==> src/rtl/display_pkg.sv <==
// Shared defaults, field widths and FSM state type for the display arbiter.
package display_pkg;

  localparam int unsigned N_REQ_DEFAULT    = 4;
  localparam int unsigned TICK_DIV_DEFAULT = 100000;
  localparam int unsigned WORD_W           = 32;
  localparam int unsigned DP_W             = 3;

  typedef enum logic {
    IDLE = 1'b0,
    SHOW = 1'b1
  } state_e;

endpackage

==> src/rtl/rr_arbiter.sv <==
// Combinational round-robin pick for four requesters: first valid index
// searching upward (mod 4) from last+1, with last itself lowest priority.
module rr_arbiter (
  input  logic [3:0] i_valid,
  input  logic [1:0] i_last,
  output logic [1:0] o_grant,
  output logic       o_any
);

  always_comb begin
    o_grant = 2'd0;
    o_any   = |i_valid;
    // Walk from farthest to nearest so the nearest valid index wins.
    for (int i = 4; i >= 1; i--) begin
      if (i_valid[2'(i_last + 2'(i))]) begin
        o_grant = 2'(i_last + 2'(i));
      end
    end
  end

endmodule

==> src/rtl/display_arbiter.sv <==
// Round-robin owner of the eight-digit display: each grant latches one
// requester's word/mode/dp and holds it for a minimum dwell in ticks.
import display_pkg::*;

module display_arbiter #(
  parameter int unsigned N_REQ    = N_REQ_DEFAULT,
  parameter int unsigned TICK_DIV = TICK_DIV_DEFAULT,
  parameter int unsigned DWELL_W  = 16
) (
  input  logic                      clk,
  input  logic                      reset_n,
  input  logic [N_REQ-1:0]          req_valid,
  input  logic [WORD_W*N_REQ-1:0]   req_data,
  input  logic [N_REQ-1:0]          req_hexbcd,
  input  logic [DP_W*N_REQ-1:0]     req_dp,
  input  logic [DWELL_W-1:0]        dwell_ms,
  input  logic                      hold,
  output logic [N_REQ-1:0]          req_ack,
  output logic [WORD_W-1:0]         display,
  output logic                      hexBCD,
  output logic [DP_W-1:0]           dp_selector,
  output logic [1:0]                owner,
  output logic                      owner_valid
);

  localparam int unsigned PRESC_W = (TICK_DIV > 1) ? $clog2(TICK_DIV) : 1;

  state_e               r_state, w_state_d;
  logic [PRESC_W-1:0]   r_presc;
  logic [DWELL_W-1:0]   r_dwell, w_dwell_d;
  logic [N_REQ-1:0]     r_ack;
  logic [WORD_W-1:0]    r_display;
  logic                 r_hexbcd;
  logic [DP_W-1:0]      r_dp;
  logic [1:0]           r_owner;
  logic                 r_owner_valid;

  logic                 w_tick;
  logic [1:0]           w_grant;
  logic                 w_any;
  logic                 w_load;
  logic [DWELL_W-1:0]   w_lim;
  logic                 w_at_end;

  assign w_tick = (r_presc == PRESC_W'(TICK_DIV - 1));

  always_ff @(posedge clk or negedge reset_n) begin
    if (!reset_n) begin
      r_presc <= '0;
    end else if (w_tick) begin
      r_presc <= '0;
    end else begin
      r_presc <= r_presc + 1'b1;
    end
  end

  rr_arbiter u_rr (
    .i_valid (req_valid),
    .i_last  (r_owner),
    .o_grant (w_grant),
    .o_any   (w_any)
  );

  // dwell_ms is live; a zero dwell acts as one tick, and a shrunken dwell
  // at or below the running count ends SHOW on the next qualifying tick.
  assign w_lim    = (dwell_ms == '0) ? DWELL_W'(1) : dwell_ms;
  assign w_at_end = (r_dwell >= (w_lim - DWELL_W'(1)));

  always_comb begin
    w_state_d = r_state;
    w_dwell_d = r_dwell;
    w_load    = 1'b0;
    unique case (r_state)
      IDLE: begin
        if (w_any) begin
          w_load    = 1'b1;
          w_state_d = SHOW;
          w_dwell_d = '0;
        end
      end
      SHOW: begin
        if (w_tick && !hold) begin
          if (w_at_end) begin
            w_state_d = IDLE;
            w_dwell_d = '0;
          end else begin
            w_dwell_d = r_dwell + 1'b1;
          end
        end
      end
      default: w_state_d = IDLE;
    endcase
  end

  always_ff @(posedge clk or negedge reset_n) begin
    if (!reset_n) begin
      r_state       <= IDLE;
      r_dwell       <= '0;
      r_ack         <= '0;
      r_display     <= '0;
      r_hexbcd      <= 1'b0;
      r_dp          <= '0;
      r_owner       <= 2'd3;
      r_owner_valid <= 1'b0;
    end else begin
      r_state <= w_state_d;
      r_dwell <= w_dwell_d;
      r_ack   <= w_load ? (N_REQ'(1) << w_grant) : '0;
      if (w_load) begin
        r_display     <= req_data[w_grant*WORD_W +: WORD_W];
        r_hexbcd      <= req_hexbcd[w_grant];
        r_dp          <= req_dp[w_grant*DP_W +: DP_W];
        r_owner       <= w_grant;
        r_owner_valid <= 1'b1;
      end
    end
  end

  assign req_ack     = r_ack;
  assign display     = r_display;
  assign hexBCD      = r_hexbcd;
  assign dp_selector = r_dp;
  assign owner       = r_owner;
  assign owner_valid = r_owner_valid;

endmodule
==> config.mk <==
export PLATFORM = sky130hd
export DESIGN_NAME = display_arbiter
export DESIGN_NICKNAME = d
export VERILOG_FILES = /design/src/rtl/display_pkg.sv /design/src/rtl/rr_arbiter.sv /design/src/rtl/display_arbiter.sv
export SDC_FILE = /design/constraint.sdc
export NUM_CORES = 1
export LEC_CHECK = 0
export CORE_MARGIN = 2
export CORE_UTILIZATION = 50
export CTS_BUF_LIST = sky130_fd_sc_hd__clkbuf_16
export DETAILED_ROUTE_END_ITERATION = 12
export DONT_BUFFER_PORTS = 1
export GPL_ROUTABILITY_DRIVEN = 0
export PLACE_DENSITY = 0.63
export RECOVER_POWER = 25
export SETUP_SLACK_MARGIN = 0.4
export SLEW_MARGIN = 20
export SYNTH_ARGS = -nofsm -noshare
export SYNTH_HDL_FRONTEND = slang
export SYNTH_SLANG_ARGS = --single-unit
==> constraint.sdc <==
create_clock -name clk -period 5.85 [get_ports clk]
set_clock_uncertainty 0.05 [all_clocks]
set_input_delay 1.17 -clock clk [delete_from_list [all_inputs] [get_ports clk]]
set_output_delay 1.17 -clock clk [all_outputs]
set_load 0.02 [all_outputs]
Yosys cells after proc, flatten, opt, wreduce, memory -nomap -nowiden
Index checks and enable logic that the tools add are counted.
- add/sub/neg operators: 6
- $mul: 1
- $lt $le $gt $ge: 6
- equal/unequal tests: 3
- shift operators: 3
- muxes and demuxes: 26
- bitwise operators: 1
- reduce and logical (&&, ||, !) cells: 5
- operators by type and width (operator ; count):
    128-bit by 8-bit indexed part select with 32-bit output ; 1
    16-bit two-way mux ; 4
    16-bit one-hot mux with 2 select lines ; 1
    17-bit by 1-bit adder with 17-bit output (second input constant) ; 1
    17-bit == test (second input constant) ; 1
    17-bit two-way mux ; 1
    16-bit by 1-bit adder with 16-bit output (second input constant) ; 1
    16-bit >= comparator ; 1
    16-bit zero test ; 1
    16-bit by 1-bit subtractor with 16-bit output (second input constant) ; 1
    2-bit by 3-bit less-than comparator with 1-bit output (second input constant) ; 5
    12-bit by 5-bit indexed part select with 3-bit output ; 1
    1-bit binary-select mux with 2-bit select ; 5
    1-bit two-way mux ; 9
    2-bit two-way mux ; 4
    2-bit adder (second input constant) ; 2
    2-bit by 2-bit multiplier with 4-bit output (second input constant) ; 1
    4-bit two-way mux ; 1
    2-bit by 1-bit inequality test with 1-bit output (second input constant) ; 2
    4-bit OR reduction ; 1
    1-bit by 2-bit << shifter with 4-bit output (first input constant) ; 1
    2-bit by 1-bit adder with 2-bit output (second input constant) ; 1
    1-bit one-hot mux with 2 select lines ; 1
    2-bit AND reduction ; 1
    other kinds (3) ; 3
- flip-flop bits (word level): 77
- input bits: 167
- logic and storage cells: 60

Longest topological paths before layout
Gate-level depths: netlist of the first run.
- depth in word-level cells: 8
- gate-level depth with buffers: 16

Hierarchy
Synthesis of the first run repeated with hierarchy kept, for this count alone.
- cells, all modules: 491
- area total of the unflattened synthesis: 4906.0 sq um
- modules (own cells, without submodules) (module ; instances ; cells each ; area each (sq um)):
    display_arbiter ; 1 ; 477 ; 4814.6
    rr_arbiter ; 1 ; 14 ; 91.3

Worst setup path after synthesis of the first run
OpenSTA, ideal clock, no wires.
- path kind: input -> register
- start: input dwell_ms[9]
- end: register r_dwell[1]
- library setup time: 0.064 ns
- data arrival time: 4.250 ns
- path slack: 1.485 ns
- cell stages on the path: 16
- cell sequence: or4_1 -> nor4_1 -> a41oi_1 -> ha_1 -> nand3_1 -> nor3_1 -> xnor2_1 -> ha_1 -> a21oi_1 -> nand2_1 -> a221o_1 -> a31o_2 -> buf_6 -> buf_6 -> nor3b_1 -> o21a_1
- cells in the longest elaborated chain, start to end: 7
- ends and longest elaborated chain (what ; line ; text):
    start, declared ; display_arbiter.sv:16 ; input logic [DWELL_W-1:0] dwell_ms,
    16-bit zero test ; display_arbiter.sv:66 ; assign w_lim = (dwell_ms == '0) ? DWELL_W'(1) : dwell_ms;
    16-bit two-way mux (*) ; display_arbiter.sv:66 ;
    16-bit by 1-bit subtractor with 16-bit output (*) ; display_arbiter.sv:67 ; assign w_at_end = (r_dwell >= (w_lim - DWELL_W'(1)));
    16-bit >= comparator (*) ; display_arbiter.sv:67 ;
    16-bit two-way mux (*) ; display_arbiter.sv:83 ; if (w_at_end) begin
    16-bit two-way mux (*) ; display_arbiter.sv:82 ; if (w_tick && !hold) begin
    16-bit one-hot mux with 2 select lines (*) ; display_arbiter.sv:73 ; unique case (r_state)
    end signal, assigned ; display_arbiter.sv:107 ; r_dwell <= w_dwell_d;
    end, declared ; display_arbiter.sv:30 ; logic [DWELL_W-1:0] r_dwell, w_dwell_d;
Every way passes the cells marked *; elsewhere a longest branch is shown, timed or not. The select of a mux whose other input is x is not followed.
A chain may end at the register's enable or synchronous reset.

Worst setup path in the final report of the first run
- start: input dwell_ms[9]
- end: register r_dwell[0]
Same word-level chain as after synthesis.

==> impl_metrics.toml, run 1 <==
[sta]
fmax_mhz = 226
hold_viol_final = 0
min_period_over_period_pct = 75.6
timing.setup.tns_ns = 0
final-setup-viol-count = 0
period_needed_ns = 4.42
max_slew_margin_pct = 42.9
rsz0062_at_grt = "false"
worst_pin_slew_ns = 0.850
drv_slew = 0

[synth]
yosysTopAreaCell = "dfrtp_1"
synth_edf_count = 0
netlist_area_mm2 = 0.00517
synthArstFlopShare_pct = 100
synth_warnings = 0
ys_types = 55
synthTopCellsByArea = "dfrtp_1 36%, mux2i_1 14%, mux2_2 8.1%"
ys_seq_area_share_pct = 37.3
ys.flop_type = "dfrtp_1"
yosysTopAreaCellShare_pct = 36.3
syn-num-nets = 712
avgSynthCellArea_um2 = 9.84
ys_ff_latch = 77
synth_cells = 526

[pwr]
clkPwrFrac_pct = 38.1
netSwitchingPower_uw = 405
pwr-share-seq_pct = 46.3
power_frac_comb_pct = 15.6
peakVddDrop_uv = 143
finalPower_mw = 1.38
switching_share_pct = 29.3
p_leak_nw = 2.52
p_int_uw = 977
p_per_area_mw_per_mm2 = 250

[outcome]
status = "finished, final reports clean"

[detailed_routing]
met1Wirelength_um = 5010
route.met3.wl_um = 764
wire_per_inst_um = 17.0
drt_wl_total_um = 11200
drtAntennaViolNets = 0
routed.top_layer = "met4"
vias = 3856
wl_met2_um = 5290
avgViaCountPerCell = 5.87
drc = 0
dr.pass1.iters = 4
drtIter0Drc = 193

[worst_setup_path]
worstPathArrival_ns = 4.64
cpPeakStageDelay_ns = 0.59
startpoint_type = "input pin"
end_kind = "flop"
path_common_cell = "ha_1"
path_max_fanout = 19
cp_slowest_cell = "or4_1"
critPathKind = "in2reg"
required_ns = 6.07
crit_path_cell_trace = "or4_1, nor4_1, a41oi_1, ha_1, nand3_1, nor3_1, xnor2_1, ha_1, a21oi_1, nand2_1, a221o_1, a31o_2, nor2_8, mux2_2"

[placement]
port_buffers = 0
dp_hpwl_um = 8360
postPlaceCellArea_mm2 = 0.00523
dpl.cell_count = 641

[cells_and_area]
layout.nets = 702
finalNonFillerCells = 657
final_layout_size_suffix_gt1_share_pct = 14.2
final_area_mm2 = 0.00552
area_growth_pct = 6.67
fin_util_pct = 54.2
antenna_cells = 0

[die]
pin_count = 210
num_rows = 37
coreArea_mm2 = 0.0102
dieArea_mm2 = 0.0112
die_w_um = 106
dieHeight_um = 106
start_util_pct = 50.8

[clock_tree]
path_clk_slew_ns = 0.06
cts_made_buffers = 9
holdBufCountCts = 0
cts_max_level = 3
clock_sinks = 77
cts_tree = "yes"
clock_latency_ns = 0.33
cts_setup_buffers = 0
cts-root-buf = "clkbuf_16"
post_cts_resized = 0
cts_max_path_buffers = 2

[grt]
grt_pass1_wl_um = 18500
grt_max_degree = 79
overflow = 0
antenna_found_initial = 0
grt_usage_pct = 20.5
grt_pass1_vias = 3903

[run]
timing.max_cap.violations = 0

[min_path]
hold_class = "reg2reg"
==> cell families after synthesis <==
family                   synth area share, %
AND/OR/NAND/NOR                         17.0
multiplexers                            22.0
AO/OA/AOI/OAI                           11.3
flip-flops                              37.3
buffers and inverters                   3.58
XOR/XNOR                                4.23
adder cells (fa/ha/maj)                 4.59
==> path summary, 6_finish.rpt <==
path,start,to,slack [ns],depth (start not counted)
setup / recovery,dwell_ms[9],r_dwell[0],1.43,14
hold / removal,r_presc[0],r_presc[0],0.45,1
setup reg to reg,owner[0],hexBCD,3.38,7
hold reg to reg,r_presc[0],r_presc[0],0.45,1
max in group asynchronous,reset_n,owner[1],5.06,0
min in group asynchronous,reset_n,display[20],0.47,0
==> synthesized netlist by cell type, types with 4 or more instances <==
library cell and count:
nor4_1 8, mux2i_1 72, clkbuf_1 9, o21ai_0 48, a22o_1 11, buf_4 4
nand3_1 16, ha_1 19, nor2b_1 9, xnor2_1 14, buf_2 7, nand2b_1 6
nor3_1 15, nor2_1 23, nand2_1 54, nand4_1 5, a21oi_1 11, o21ai_1 8
xor2_1 11, and3_1 9, mux2_2 37, dfrtp_1 75, inv_1 10
==> flip-flops by register name, summed over array words and instances (netlist names) <==
signal,count
hexBCD,1
r_presc,17
owner_valid,1
dp_selector,3
req_ack,4
r_dwell,16
r_state,1
owner,2
display,32
==> final cells by class <==
class | instances | area [µm²]
well taps | 136 | 170
inverters | 10 | 37.5
flip-flops and latches | 77 | 1930
clock buffers | 9 | 225
clock inverters | 7 | 57.6
repair buffers | 3 | 26.3
fillers | 927 | 4660
multi-input cells | 415 | 3070
==> layer usage <==
| layer | global-route usage, % | vias up |
|---|---|---|
| met5 | 0 | - |
| li1 | - | 1893 |
| met4 | 5.55 | 0 |
| met2 | 33.4 | 138 |
| met3 | 5.32 | 11 |
| met1 | 27.2 | 1814 |
==> stage by stage <==
step	hold WS, ns	setup slack (ns)
final	0.447	1.43
after global routing	0.458	1.12
after CTS	0.453	1.44
after detailed placement	0.440	1.09
after global placement	0.428	1.24
after floorplan	0.398	1.49
==> power by group through the flow <==
stage               Combinational [mW]  Sequential, mW  Clock (mW)
floorplan                        0.194           0.638           0
global route                     0.243           0.643       0.564
CTS                              0.219           0.641       0.540
global placement                 0.211           0.650           0
finish                           0.216           0.640       0.527
detailed placement               0.219           0.649           0
==> worst max-delay path: cells and delay by family <==
kind | cells | cell delay (ns)
AO/OA/AOI/OAI | 4 | 1.06
adder cells (fa/ha/maj) | 2 | 0.59
XOR/XNOR | 1 | 0.13
multiplexers | 1 | 0.18
AND/OR/NAND/NOR | 6 | 1.51
==> cells in the final DEF, fill, tap and decap left out, types with 2 or more instances in the layout <==
cell type / synthesis / routed
dfrtp_1: 75 / 75
mux2i_1: 72 / 72
nand2_1: 54 / 54
o21ai_0: 48 / 48
mux2_2: 37 / 37
nor2_1: 23 / 22
ha_1: 19 / 19
nand3_1: 16 / 16
xnor2_1: 14 / 14
nor3_1: 15 / 14
xor2_1: 11 / 11
a21oi_1: 11 / 11
a22o_1: 11 / 11
inv_1: 10 / 10
nor2b_1: 9 / 9
and3_1: 9 / 9
clkbuf_16: 0 / 9
nor4_1: 8 / 8
o21ai_1: 8 / 8
nand2b_1: 6 / 6
nand4_1: 5 / 5
or3_1: 3 / 3
nor3b_1: 3 / 3
o22ai_1: 2 / 2
nor2_4: 1 / 2
a211oi_1: 2 / 2
o211ai_1: 2 / 2
a211o_1: 2 / 2
o21ai_2: 2 / 2
clkinv_4: 0 / 2
inv_6: 0 / 2
dfstp_2: 2 / 2
buf_4: 4 / 2
Note: power is estimated with default switching activity, not from simulation.
==> inputs of run 2 (changes only) <==
Clock period 5.85 ns to 4.25 ns, I/O delays scaled along.
==> impl_metrics.toml, run 2 (synthesized netlist as in run 1, its figures left out) <==
[outcome]
status = "finished, final reports clean"

[die]
dieHeight_um = 106
num_rows = 37
dieArea_mm2 = 0.0112
coreArea_mm2 = 0.0102
start_util_pct = 50.8
die_w_um = 106
pin_count = 210

[detailed_routing]
wire_per_inst_um = 18.0
drc = 0
drt_wl_total_um = 11900
vias = 3949
avgViaCountPerCell = 5.97
dr.pass1.iters = 4
drtAntennaViolNets = 0
drtIter0Drc = 169

[worst_setup_path]
startpoint_type = "input pin"
endpoint = "r_dwell[15]"
worstPathArrival_ns = 3.90
critPathLaunch = "dwell_ms[9]"
path_max_fanout = 6
required_ns = 4.42
reg2reg_to = "display[9]"
r2r_cells = 7
critPathKind = "in2reg"
regToRegSetupSlack_ns = 1.80
r2r_start = "owner[0]"
end_kind = "flop"

[placement]
port_buffers = 0
dp_hpwl_um = 8520

[clock_tree]
clock_sinks = 77
cts_max_level = 3
cts_made_buffers = 9
cts_max_path_buffers = 2
holdBufCountCts = 0
path_clk_slew_ns = 0.06
clock_latency_ns = 0.34
cts_tree = "yes"
cts-root-buf = "clkbuf_16"

[cells_and_area]
largest_reg_flops = 32
multiInputGateArea_mm2 = 0.00319
mostFrequentLayoutCell = "dfrtp_1"
regArea_mm2 = 0.00193
area_growth_pct = 9.60
layout_common_cells = "75 x dfrtp_1, 72 x mux2i_1, 53 x nand2_1, 47 x o21ai_0, 37 x mux2_2"
final_layout_size_suffix_gt1_share_pct = 17.5
antenna_cells = 0
layout.nets = 707
nFillCells = 876

[sta]
fmax_mhz = 269
final-setup-viol-count = 0
min_period_over_period_pct = 87.6
max_slew_margin_pct = 44.3
period_needed_ns = 3.72
worst_pin_slew_ns = 0.836
timing.setup.tns_ns = 0
rsz0062_at_grt = "false"
drv_slew = 0
hold_viol_final = 0
timing.hold.ws_ns = 0.163

[pwr]
peakVddDrop_uv = 183
p_leak_nw = 2.57
p_per_area_mw_per_mm2 = 345

[min_path]
hold_class = "in2async"

[grt]
grt_pass1_vias = 3936
grt_pass1_wl_um = 19000
grt_max_degree = 79
antenna_found_initial = 0
overflow = 0
grt_usage_pct = 20.9

[run]
timing.max_cap.violations = 0
## run 2: cell types whose count changed in the layout (fill, tap and decap cells not counted), sizes merged
cell    before  now
clkinv       3    1
a31o         1    3
inv         13   15
buf          3    5
nor2        26   27
## run 2: area by class of cell
class	count	share of cell area, %
Multi-Input combinational cell	418	56.3
Sequential cell	77	34.0
Clock buffer	9	3.97
Tap cell	136	3.00
Clock inverter	7	1.32
Timing Repair Buffer	5	0.728
Inverter	10	0.662
## run 2: routing by layer
metal	global-route usage, %	vias up	share of wire [%]
met5	0	-	0
met1	28.4	1886	45
met2	33.4	135	47
met4	6.48	0	1.6
met3	4.64	17	6.2
li1	-	1911	-
## run 2: worst min path at each step
stage / depth (start not counted) / endpoint / slack (ns)
2_1_floorplan: 1 / r_presc[0] / 0.40
3_3_place_gp: 1 / r_presc[0] / 0.43
3_5_place_dp: 1 / r_presc[0] / 0.44
4_1_cts: 0 / display[10] / 0.14
5_1_grt: 0 / r_presc[12] / 0.14
6_report: 0 / r_dwell[6] / 0.16
## run 2: where the power goes
group / switching (mW) / internal (mW) / total [mW] / leakage, nW
Clock: 0.350 / 0.417 / 0.767 / 0.145
Sequential: 0.100 / 0.780 / 0.881 / 0.963
Combinational: 0.143 / 0.165 / 0.307 / 1.46
Total: 0.593 / 1.36 / 1.96 / 2.57
## run 2: critical path, stage by stage
cell      delay (ns)
or4_4           0.56
nor4_4          0.20
a41oi_2         0.18
ha_2            0.24
buf_4           0.14
xnor2_1         0.13
ha_1            0.27
o21ai_0         0.08
o211ai_1        0.51
a31o_4          0.36
o21ai_0         0.12
a22o_1          0.25
## run 2: what timing repair did
item / 4_1_cts / 5_1_grt
endpoints found under the hold margin: 0 / 0
endpoints found under the setup margin: 0 / 17
resized for setup: 0 / 14
setup buffers: 0 / 2
## run 2: per-stage QoR
stage,setup slack (ns),instance area [µm²],util [%],total power [mW],cells
floorplan,0.357,5190,-,1.15,526
global placement,0.162,5250,51.5,1.19,641
detailed placement,0.0775,5250,51.5,1.20,641
CTS,0.416,5550,54.5,1.97,657
global route,0.407,5670,55.7,2.05,662
finish,0.526,5670,55.7,1.96,662
==> inputs of run 3 (changes only) <==
Settings changed: CELL_PAD_IN_SITES_DETAIL_PLACEMENT set to 0, CELL_PAD_IN_SITES_GLOBAL_PLACEMENT set to 1, CORE_UTILIZATION 50 to 47, PLACE_DENSITY 0.63 to 0.78.
==> impl_metrics.toml, run 3 (synthesized netlist as in run 1, its figures left out) <==
[clock_tree]
cts_setup_buffers = 0
cts_tree = "yes"
post_cts_resized = 0
cts_max_level = 3
clock_sinks = 77
holdBufCountCts = 0
cts-root-buf = "clkbuf_16"
clock_latency_ns = 0.33
cts_max_path_buffers = 2
cts_made_buffers = 9
path_clk_slew_ns = 0.06

[grt]
grt_pass1_wl_um = 18500
grt_usage_pct = 20.0
overflow = 0
antenna_found_initial = 0
grt_max_degree = 78
grt_pass1_vias = 3932

[cells_and_area]
final_layout_size_suffix_gt1_share_pct = 14.8
nFillCells = 979
antenna_cells = 0
layout.nets = 703
largest_reg_flops = 32
mostFrequentLayoutCell = "dfrtp_1"
area_growth_pct = 8.10
layout_common_cells = "75 x dfrtp_1, 72 x mux2i_1, 54 x nand2_1, 48 x o21ai_0, 37 x mux2_2"

[sta]
hold_viol_final = 0
min_period_over_period_pct = 87.4
fmax_mhz = 269
worst_pin_slew_ns = 0.845
rsz0062_at_grt = "false"
max_slew_margin_pct = 43.2
period_needed_ns = 3.71
timing.setup.tns_ns = 0
final-setup-viol-count = 0
drv_slew = 0

[worst_setup_path]
reg2reg_to = "display[1]"
startpoint_type = "input pin"
r2r_cells = 7
path_max_fanout = 19
critPathKind = "in2reg"
worstPathArrival_ns = 3.92
regToRegSetupSlack_ns = 1.80
endpoint = "r_dwell[12]"
required_ns = 4.46
end_kind = "flop"
r2r_start = "owner[0]"
critPathLaunch = "dwell_ms[9]"

[pwr]
peakVddDrop_uv = 245
p_per_area_mw_per_mm2 = 352
finalPower_mw = 1.97
p_leak_nw = 2.55

[outcome]
status = "finished, final reports clean"

[die]
die_w_um = 109
pin_count = 210
start_util_pct = 47.9
dieArea_mm2 = 0.0119
coreArea_mm2 = 0.0108
dieHeight_um = 109
num_rows = 38

[detailed_routing]
dr.pass1.iters = 4
drtAntennaViolNets = 0
wire_per_inst_um = 17.4
drc = 0
vias = 3879
avgViaCountPerCell = 5.86
drt_wl_total_um = 11500
drtIter0Drc = 193

[run]
timing.max_cap.violations = 0

[placement]
dp_hpwl_um = 8760
port_buffers = 0

[min_path]
hold_class = "in2async"
-- run 3: cell count changes in the layout (fill, tap and decap cells not counted), moves of 2 or more --
cell / before / now
nor4_2: 3 / 1
inv_6: 2 / 0
nand3_1: 14 / 16
clkinv_1: 0 / 2
nand3_2: 2 / 0
clkinv_2: 0 / 2
inv_8: 3 / 0
nor4_1: 5 / 7
bufinv_16: 0 / 2
-- run 3: worst min-delay path by stage --
stage	end	slack [ns]
after floorplan	r_presc[0]	0.40
after global placement	r_presc[14]	0.43
after detailed placement	r_presc[0]	0.44
after CTS	display[19]	0.15
after global routing	display[19]	0.15
final	display[19]	0.16
-- run 3: per-layer routing --
| metal | track usage (%) | up-vias | wire length (µm) |
|---|---|---|---|
| met2 | 33.1 | 141 | 5510 |
| li1 | - | 1901 | - |
| met5 | 0 | - | 0 |
| met4 | 6.78 | 0 | 134 |
| met3 | 4.90 | 12 | 802 |
| met1 | 25.6 | 1825 | 5070 |
-- run 3: stage by stage --
step	instances	setup slack (ns)	utilization (%)	hold WS [ns]	area, µm²
floorplan	526	0.357	-	0.398	5190
global placement	646	0.152	48.7	0.431	5260
detailed placement	646	0.0544	48.7	0.435	5260
CTS	662	0.406	51.6	0.150	5570
global route	662	0.397	51.8	0.148	5590
finish	662	0.537	51.8	0.163	5590
-- run 3: final cells by class --
cell class                      instances  area (µm²)  area share [%]
Timing Repair Buffer                    4        33.8           0.604
Sequential cell                        77        1930            34.5
Multi-Input combinational cell        415        3110            55.6
Clock inverter                          7        81.3            1.45
Tap cell                              140         175            3.13
Inverter                               10        37.5           0.671
Clock buffer                            9         225            4.03
-- run 3: power by group --
part | switching (mW) | internal (mW)
sequential | 0.0978 | 0.782
combinational | 0.138 | 0.163
clock | 0.284 | 0.506
total | 0.520 | 1.45
-- run 3: critical path, cell delays in order --
cell and delay [ns]:
or4_4 0.56, nor4_4 0.19, a41oi_2 0.17, ha_2 0.24, nand3_1 0.13, nor3_1 0.08
xnor2_1 0.13, ha_1 0.31, a21oi_1 0.15, nand2_1 0.07, a221o_1 0.31, a31o_4 0.31
nor2_8 0.24, a22o_1 0.18
